`config.mk`:
```
export PLATFORM = sky130hd
export DESIGN_NAME = hist_cdf_scan_flat
export DESIGN_NICKNAME = d
export VERILOG_FILES = /design/src/rtl/hist_pkg.sv /design/src/rtl/hist_cdf_scan_if.sv /design/src/rtl/hist_peak_track.sv /design/src/rtl/hist_cdf_scan.sv /design/src/flat_wrapper.sv
export SDC_FILE = /design/constraint.sdc
export NUM_CORES = 1
export LEC_CHECK = 0
export ABC_AREA = 1
export CORE_MARGIN = 8
export CORE_UTILIZATION = 45
export DETAILED_ROUTE_END_ITERATION = 6
export PLACE_DENSITY = 0.69
export REMOVE_ABC_BUFFERS = 1
export SYNTH_ARGS = -nofsm -noshare
export SYNTH_HDL_FRONTEND = slang
export SYNTH_SLANG_ARGS = --single-unit
export TNS_END_PERCENT = 50
```
`constraint.sdc`:
```
create_clock -name clk -period 3.4 [get_ports clk]
set_input_delay 0.68 -clock clk [delete_from_list [all_inputs] [get_ports clk]]
set_output_delay 0.68 -clock clk [all_outputs]
set_load 0.03 [all_outputs]
```
`src/rtl/hist_pkg.sv`:
```
// hist_pkg: shared sizing constants and scan FSM state encoding for the histogram blocks
package hist_pkg;
    localparam int DEF_NUM_BINS = 8;
    localparam int DEF_BIN_W = 14;
    localparam int DEF_CDF_W = 17;
    localparam int ADDR_W = 6;
    localparam int IDX_W = 3;
    typedef enum logic [2:0] {ST_IDLE, ST_FETCH, ST_LATCH, ST_EMIT, ST_FIN} state_t;
endpackage

```
`src/rtl/hist_cdf_scan_if.sv`:
```
// hist_cdf_scan_if: histogram read port, CDF output stream and scan status in one bundle
interface hist_cdf_scan_if;
    import hist_pkg::*;
    logic start;
    logic [ADDR_W-1:0] hist_addr;
    logic [DEF_BIN_W-1:0] hist_in;
    logic hist_freeze;
    logic out_valid;
    logic out_ready;
    logic [IDX_W-1:0] out_bin;
    logic [DEF_BIN_W-1:0] out_count;
    logic [DEF_CDF_W-1:0] out_cdf;
    logic done;
    logic [IDX_W-1:0] peak_bin;
    logic [DEF_CDF_W-1:0] total;
    modport master (
        input start, hist_in, out_ready,
        output hist_addr, hist_freeze, out_valid, out_bin, out_count, out_cdf, done, peak_bin, total
    );
    modport slave (
        output start, hist_in, out_ready,
        input hist_addr, hist_freeze, out_valid, out_bin, out_count, out_cdf, done, peak_bin, total
    );
endinterface

```
`src/rtl/hist_peak_track.sv`:
```
// hist_peak_track: remembers the largest count seen and its bin; ties keep the earlier bin
module hist_peak_track
    import hist_pkg::*;
#(
    parameter int BIN_W = DEF_BIN_W
) (
    input  logic             clk,
    input  logic             rst,
    input  logic             i_clear,
    input  logic             i_load,
    input  logic [BIN_W-1:0] i_value,
    input  logic [IDX_W-1:0] i_index,
    output logic [IDX_W-1:0] o_peak_bin,
    output logic [BIN_W-1:0] o_peak_count
);
    // strict greater-than so an equal later bin never displaces the stored one
    always_ff @(posedge clk or posedge rst) begin
        if (rst) begin
            o_peak_bin <= '0;
            o_peak_count <= '0;
        end else if (i_clear) begin
            o_peak_bin <= '0;
            o_peak_count <= '0;
        end else if (i_load && i_value > o_peak_count) begin
            o_peak_bin <= i_index;
            o_peak_count <= i_value;
        end
    end
endmodule

```
`src/rtl/hist_cdf_scan.sv`:
```
// hist_cdf_scan: walks the histogram bins, streaming count and running CDF per bin, then reports total and peak
module hist_cdf_scan
    import hist_pkg::*;
#(
    parameter int NUM_BINS = DEF_NUM_BINS,
    parameter int BIN_W = DEF_BIN_W,
    parameter int CDF_W = DEF_CDF_W
) (
    input logic clk,
    input logic rst,
    hist_cdf_scan_if.master bus
);
    state_t r_state;
    logic [IDX_W-1:0] r_idx;
    logic [CDF_W-1:0] r_acc;
    logic [IDX_W-1:0] r_bin;
    logic [BIN_W-1:0] r_count;
    logic [CDF_W-1:0] r_cdf;
    logic [CDF_W-1:0] r_total;
    logic r_valid;
    logic r_done;
    logic r_freeze;
    logic [CDF_W-1:0] w_sum;
    logic w_last;
    logic w_clear;
    logic w_load;
    assign w_sum = r_acc + CDF_W'(bus.hist_in);
    assign w_last = r_idx == IDX_W'(NUM_BINS - 1);
    assign w_clear = r_state == ST_IDLE && bus.start;
    assign w_load = r_state == ST_LATCH;
    assign bus.hist_addr = {{(ADDR_W - IDX_W){1'b0}}, r_idx};
    assign bus.hist_freeze = r_freeze;
    assign bus.out_valid = r_valid;
    assign bus.out_bin = r_bin;
    assign bus.out_count = r_count;
    assign bus.out_cdf = r_cdf;
    assign bus.done = r_done;
    assign bus.total = r_total;
    hist_peak_track #(.BIN_W(BIN_W)) u_peak (
        .clk(clk),
        .rst(rst),
        .i_clear(w_clear),
        .i_load(w_load),
        .i_value(bus.hist_in),
        .i_index(r_idx),
        .o_peak_bin(bus.peak_bin),
        .o_peak_count()
    );
    // scan sequencer: fetch address, latch returned count, hold entry until accepted, then finish
    always_ff @(posedge clk or posedge rst) begin
        if (rst) begin
            r_state <= ST_IDLE;
            r_idx <= '0;
            r_acc <= '0;
            r_bin <= '0;
            r_count <= '0;
            r_cdf <= '0;
            r_total <= '0;
            r_valid <= 1'b0;
            r_done <= 1'b0;
            r_freeze <= 1'b0;
        end else begin
            r_done <= 1'b0;
            case (r_state)
                ST_IDLE: if (bus.start) begin
                    r_acc <= '0;
                    r_idx <= '0;
                    r_freeze <= 1'b1;
                    r_state <= ST_FETCH;
                end
                ST_FETCH: r_state <= ST_LATCH;
                ST_LATCH: begin
                    r_count <= bus.hist_in;
                    r_acc <= w_sum;
                    r_cdf <= w_sum;
                    r_bin <= r_idx;
                    r_valid <= 1'b1;
                    r_state <= ST_EMIT;
                end
                ST_EMIT: if (bus.out_ready) begin
                    r_valid <= 1'b0;
                    if (w_last) begin
                        r_done <= 1'b1;
                        r_total <= r_acc;
                        r_state <= ST_FIN;
                    end else begin
                        r_idx <= r_idx + 1'b1;
                        r_state <= ST_FETCH;
                    end
                end
                ST_FIN: begin
                    r_freeze <= 1'b0;
                    r_state <= ST_IDLE;
                end
                default: r_state <= ST_IDLE;
            endcase
        end
    end
endmodule

```
`src/flat_wrapper.sv`:
```
// flat-port wrapper written by rule: the top's interface ports become plain ports
module hist_cdf_scan_flat import hist_pkg::*;
#(
    parameter int NUM_BINS = DEF_NUM_BINS,
    parameter int BIN_W = DEF_BIN_W,
    parameter int CDF_W = DEF_CDF_W
)
  (clk, rst, bus_start, bus_hist_in, bus_out_ready, bus_hist_addr, bus_hist_freeze, bus_out_valid, bus_out_bin, bus_out_count, bus_out_cdf, bus_done, bus_peak_bin, bus_total);
  hist_cdf_scan_if bus_i ();
  input logic clk;
  input logic rst;
  input wire logic [$bits(bus_i.start)-1:0] bus_start;
  input wire logic [$bits(bus_i.hist_in)-1:0] bus_hist_in;
  input wire logic [$bits(bus_i.out_ready)-1:0] bus_out_ready;
  output wire logic [$bits(bus_i.hist_addr)-1:0] bus_hist_addr;
  output wire logic [$bits(bus_i.hist_freeze)-1:0] bus_hist_freeze;
  output wire logic [$bits(bus_i.out_valid)-1:0] bus_out_valid;
  output wire logic [$bits(bus_i.out_bin)-1:0] bus_out_bin;
  output wire logic [$bits(bus_i.out_count)-1:0] bus_out_count;
  output wire logic [$bits(bus_i.out_cdf)-1:0] bus_out_cdf;
  output wire logic [$bits(bus_i.done)-1:0] bus_done;
  output wire logic [$bits(bus_i.peak_bin)-1:0] bus_peak_bin;
  output wire logic [$bits(bus_i.total)-1:0] bus_total;
  assign bus_i.start = bus_start;
  assign bus_i.hist_in = bus_hist_in;
  assign bus_i.out_ready = bus_out_ready;
  assign bus_hist_addr = bus_i.hist_addr;
  assign bus_hist_freeze = bus_i.hist_freeze;
  assign bus_out_valid = bus_i.out_valid;
  assign bus_out_bin = bus_i.out_bin;
  assign bus_out_count = bus_i.out_count;
  assign bus_out_cdf = bus_i.out_cdf;
  assign bus_done = bus_i.done;
  assign bus_peak_bin = bus_i.peak_bin;
  assign bus_total = bus_i.total;
  hist_cdf_scan #(.NUM_BINS(NUM_BINS), .BIN_W(BIN_W), .CDF_W(CDF_W)) u_core (.clk(clk), .rst(rst), .bus(bus_i));
endmodule
```
# Word level (Yosys, flattened, before mapping)
# Index checks and enable logic that the tools add are counted.
dict set report op_classes {
  n_addsub 2
  n_lt_le_gt_ge 1
  n_eq_ne 8
  n_mux 21
  n_reduce_logical 14
}
# op n
set ops {}
lappend ops {{$pmux W17 S2} 1}
lappend ops {{$mux W14} 2}
lappend ops {{$mux W3} 8}
lappend ops {{$add A17 B14 Y17} 1}
lappend ops {{$mux W17} 1}
lappend ops {{$gt A14 B14 Y1} 1}
lappend ops {{$pmux W3 S4} 1}
lappend ops {{$reduce_bool A2 Y1} 5}
lappend ops {{$reduce_and A2 Y1} 4}
lappend ops {{$eq A3 B2 Y1 const B} 2}
lappend ops {{$eq A3 B3 Y1 const B} 2}
lappend ops {{$ne A2 B2 Y1 const B} 3}
lappend ops {{$pmux W3 S2} 1}
lappend ops {{$mux W1} 5}
lappend ops {{$pmux W1 S2} 2}
lappend ops {{$reduce_and A4 Y1} 1}
lappend ops {{$add A3 B1 Y3 const B} 1}
lappend ops {{$eq A3 B1 Y1 const B} 1}
lappend ops {{$logic_not A3 Y1} 1}
lappend ops {{$reduce_and A3 Y1} 1}
lappend ops {{$logic_and A1 B1 Y1} 2}
dict set report totals {
  reg_bits 94
  in_bits 18
  out_inout_bits 63
  word_cells 58
}

# Logic depth before layout (Yosys ltp)
dict set report depth {
  word_depth 4
  mapped_depth 13
  depth_no_buf 13
}

# By module
# A second synthesis with hierarchy kept.
dict set report hier_totals {
  hier_cells 649
  area_unflattened_um2 5126.2
}
# mod instances cells_per_inst area_each_um2 seq_area_each_um2
set by_module_without_submodules {}
lappend by_module_without_submodules {hist_cdf_scan 1 498 3887.5 1926.8}
lappend by_module_without_submodules {hist_peak_track 1 151 1238.7 425.4}

# Worst setup path before layout
# Ideal clock, no wire load.
dict set report synth_timing {
  kind {input port to flip-flop}
  from {in bus_hist_in[0]}
  to {reg u_core.r_cdf[12] (netlist: u_core.bus.out_cdf[12])}
  setup_ns 0.120
  t_arrival_ns 1.925
  required_ns 3.280
  slack_ns 1.355
  stages 13
  n_path_buf 0
  cell_sequence {ha_1 inv_1 fa_1 inv_1 nand3_1 nand2_1 nand2_1 nand2_1 nand2_1 nand2_1 nand2_1 nand3_1 nand2_1}
}
dict set report synth_between {
  elab_chain_len 1
}
# item line
set synth_rtl {}
lappend synth_rtl {{from (decl)} flat_wrapper.sv:13} ;# input wire logic [$bits(bus_i.hist_in)-1:0] bus_hist_in;
lappend synth_rtl {{$add A17 B14 Y17} hist_cdf_scan.sv:27} ;# assign w_sum = r_acc + CDF_W'(bus.hist_in);
lappend synth_rtl {{to (signal assigned)} hist_cdf_scan.sv:75} ;# r_cdf <= w_sum;
lappend synth_rtl {{to (decl)} hist_cdf_scan.sv:18} ;# logic [CDF_W-1:0] r_cdf;
# No other way between the ends.
# A chain may end at the register's enable or synchronous reset.

# Final worst setup path
dict set report layout_timing {
  from {in bus_hist_in[13]}
  to {reg u_core.u_peak.o_peak_count[12]}
}
dict set report layout_between {
  elab_chain_len 3
}
# item line
set layout_rtl {}
lappend layout_rtl {{$gt A14 B14 Y1} hist_peak_track.sv:24} ;# end else if (i_load && i_value > o_peak_count) begin
lappend layout_rtl {{$logic_and A1 B1 Y1} hist_peak_track.sv:24}
lappend layout_rtl {{$reduce_bool A2 Y1 (no source line)} n/a}
lappend layout_rtl {{to (signal assigned)} hist_peak_track.sv:26} ;# o_peak_count <= i_value;
lappend layout_rtl {{to (decl)} hist_peak_track.sv:14} ;# output logic [BIN_W-1:0] o_peak_count
# No other way between the ends.

==> results.py <==
metrics = {
    "setup_path": {
        "reg2reg_depth": 8,
        "path_max_fanout": 18,
        "critPathLaunch": "bus_hist_in[13]",
        "timing.rr.start": "u_core.r_state[1]",
        "cp_slowest_cell": "clkdlybuf4s50_1",
        "worst_setup_path_start_kind": "input port",
        "crit_type": "input port to flip-flop",
        "worstPathArrival_ns": 2.79,
        "crit_chain": "clkdlybuf4s50_1 > ha_1 > nand2_1 > nor2_1 > nand3_1 > nor2_2 > nor2_8 > nand2_2 > nand3_1 > nand2_1",
        "end_kind": "flip-flop",
        "critPathRequiredTime_ns": 3.71,
        "slowest_delay_ns": 0.54,
        "critical_path_cell_count": 10,
        "crit_family": "simple AND/OR/NAND/NOR gates",
        "cp_num_buf_inv": 1,
    },
    "power": {
        "peakVddDrop_mv": 0.444,
        "clock_power_share_pct": 13.3,
        "cellLeakagePower_nw": 3.25,
        "p_int_w": 0.00282,
        "comb_power_share_pct": 53.3,
        "power.switching_w": 0.00246,
        "pwr-share-seq_pct": 33.4,
        "p_per_area_mw_per_mm2": 878,
        "netSwitchingFraction_pct": 46.6,
    },
    "grt": {
        "grt_pass1_wl_microns": 20700,
        "track_usage_pct": 17.5,
        "grt_max_degree": 42,
        "grt_pass1_vias": 4175,
        "overflow": 0,
        "antenna_found_initial": 0,
    },
    "floorplanning": {
        "die_w_microns": 121,
        "rows": 38,
        "boundaryPins": 81,
        "dieArea_sq_mm": 0.0146,
        "die_y_microns": 121,
        "floorplan.initialDensity_pct": 45.9,
        "core_area_sq_mm": 0.0107,
    },
    "cts": {
        "numCtsBuffers": 9,
        "cts_setup_buffers": 0,
        "clock_path_buffers": 2,
        "clk_pin_slew_ns": 0.09,
        "cts_tree": "built",
        "cts_sinks": 94,
        "ctsHoldBuffers": 0,
        "clock-root-buffer": "clkbuf_8",
        "h-tree-depth": 3,
        "clk_latency_ns": 0.38,
        "cts_resized": 0,
    },
    "timing": {
        "slew_headroom_pct": 51.4,
        "worst_slew_pin_slew_ns": 0.728,
        "fin_crit_ns": 2.48,
        "finalClockSkew_ns": 0.0150,
        "whs_ns": 0.477,
        "setup-tns-final_ns": 0,
        "period_share_pct": 73.1,
        "finalHoldViolations": 0,
        "finalSetupViolations": 0,
        "fmax_mhz": 403,
        "drv_slew": 0,
        "final.setup.worst_slack_ns": 0.916,
        "rsz0062_at_grt": "false",
    },
    "placement": {
        "gp_congestion": 0.827,
        "post_dp_cell_area_sq_mm": 0.00584,
        "dp.cells": 849,
        "place_hpwl_microns": 8960,
        "pre_cts_ws_ns": 0.535,
        "port_buffers": 77,
    },
    "route": {
        "dr.max_layer_used": "met4",
        "via_count": 4180,
        "route.met2.wl_microns": 5570,
        "drtPass1Iterations": 4,
        "wire_per_inst_microns": 14.1,
        "wl_met3_microns": 690,
        "antenna_left": 0,
        "met1_length_microns": 5690,
        "first_iter_violations": 237,
        "wirelength_microns": 12200,
        "avgViaCountPerCell": 4.83,
        "drc": 0,
    },
    "synthesis": {
        "synth.distinct_cells": 25,
        "ys_ff_latch": 94,
        "synthesis.area_sq_mm": 0.00493,
        "synthCells": 641,
        "yosysWarnings": 0,
        "synth.yosys.seq_area_share_pct": 47.7,
        "avgSynthCellArea_sq_um": 7.69,
    },
    "layout": {
        "drive_above_1_share_pct": 5.10,
        "fin_area_sq_mm": 0.00601,
        "nNetsFinal": 769,
        "most-common-layout-cells": "nand2_1, dfrtp_1, inv_1, clkdlybuf4s50_1, nand3_1",
        "antennaDiodeCount": 0,
        "final-instance-count-excl-fill": 865,
        "synthToLayoutAreaGrowth_pct": 22.0,
        "final_common_cell": "nand2_1",
    },
    "flow_run": {
        "maxCapViolCount": 0,
    },
    "status": {
        "status": "finished clean",
    },
    "worst_hold_path": {
        "min_path_cells": 2,
        "hp-class": "flip-flop to flip-flop",
        "holdCritStartpoint": "u_core.bus.out_count[3]",
    },
}
[worst paths after layout]
check                                                 end  slack [ns]
max in group asynchronous            u_core.bus.total[15]        1.80
setup / recovery           u_core.u_peak.o_peak_count[12]        0.92
hold reg to reg                   u_core.bus.out_count[3]        0.48
setup reg to reg                         u_core.r_acc[12]        1.34
min in group asynchronous                u_core.r_acc[12]        0.72
hold / removal                    u_core.bus.out_count[3]        0.48
[power by group through the flow]
stage	Clock (W)	Sequential [W]	Combinational [W]
after global routing	0.000766	0.00182	0.00316
after detailed placement	0	0.00179	0.00282
after CTS	0.000716	0.00177	0.00284
after floorplan	0	0.00218	0.00145
final	0.000700	0.00177	0.00282
after global placement	0	0.00177	0.00277
[logic make-up after synthesis]
logic type / count (synthesis) / synth area share, %
AO/OA/AOI/OAI: 55 / 5.59
XOR/XNOR: 2 / 0.356
adder cells (fa/ha/maj): 31 / 8.02
buffers and inverters: 111 / 8.99
flip-flops: 94 / 47.7
other: 1 / 0.0761
AND/OR/NAND/NOR: 347 / 29.2
[cell usage after synthesis, drive strengths merged]
| cell type | n | area (sq um) |
|---|---|---|
| nand3b | 2 | 15.0 |
| nor3 | 4 | 31.3 |
| nor2 | 17 | 87.6 |
| nand2 | 262 | 993 |
| inv | 94 | 353 |
| a21oi | 16 | 80.1 |
| or2 | 2 | 12.5 |
| nand3 | 60 | 300 |
| o21ai | 39 | 195 |
| dfrtp | 94 | 2350 |
| conb | 1 | 3.75 |
| buf | 13 | 75.1 |
| ha | 30 | 375 |
| fa | 1 | 20.0 |
| xor2 | 1 | 8.76 |
| clkbuf | 4 | 15.0 |
| xnor2 | 1 | 8.76 |
[area by class of cell]
| type | instances | area, sq um |
|---|---|---|
| clock inverters | 4 | 31.3 |
| repair buffers | 83 | 816 |
| flip-flops and latches | 94 | 2350 |
| well taps | 140 | 175 |
| multi-input cells | 438 | 2140 |
| inverters | 94 | 354 |
| clock buffers | 12 | 145 |
| fillers | 1072 | 4730 |
[sequential cells by signal, summed over array words and instances, names as in the netlist]
signal and count:
u_core.bus.out_count 14, u_core.u_peak.o_peak_count 14, u_core.bus.hist_freeze 1, u_core.u_peak.o_peak_bin 3, u_core.bus.out_cdf 17, u_core.r_state 3, u_core.bus.out_valid 1, u_core.r_idx 3
u_core.bus.done 1, u_core.bus.out_bin 3, u_core.r_acc 17, u_core.bus.total 17
[tightest hold or removal path: cells and delay by family, from the launching register on]
kind | cells | cell delay (ns)
DFF | 1 | 0.35
and+or+nand+nor | 2 | 0.10
[through the flow]
step                      total power, W  utilization (%)
after floorplan                  0.00363                -
after global placement           0.00454             54.3
after detailed placement         0.00461             54.3
after CTS                        0.00532             56.0
after global routing             0.00574             56.0
final                            0.00528             56.0
[metal layers]
metal | vias to the layer above | global-route usage, %
met5 | - | 0
met4 | 0 | 6.64
met3 | 18 | 4.10
met2 | 92 | 27.5
met1 | 1930 | 23.1
li1 | 2140 | -
(Power assumes the default switching activity.)
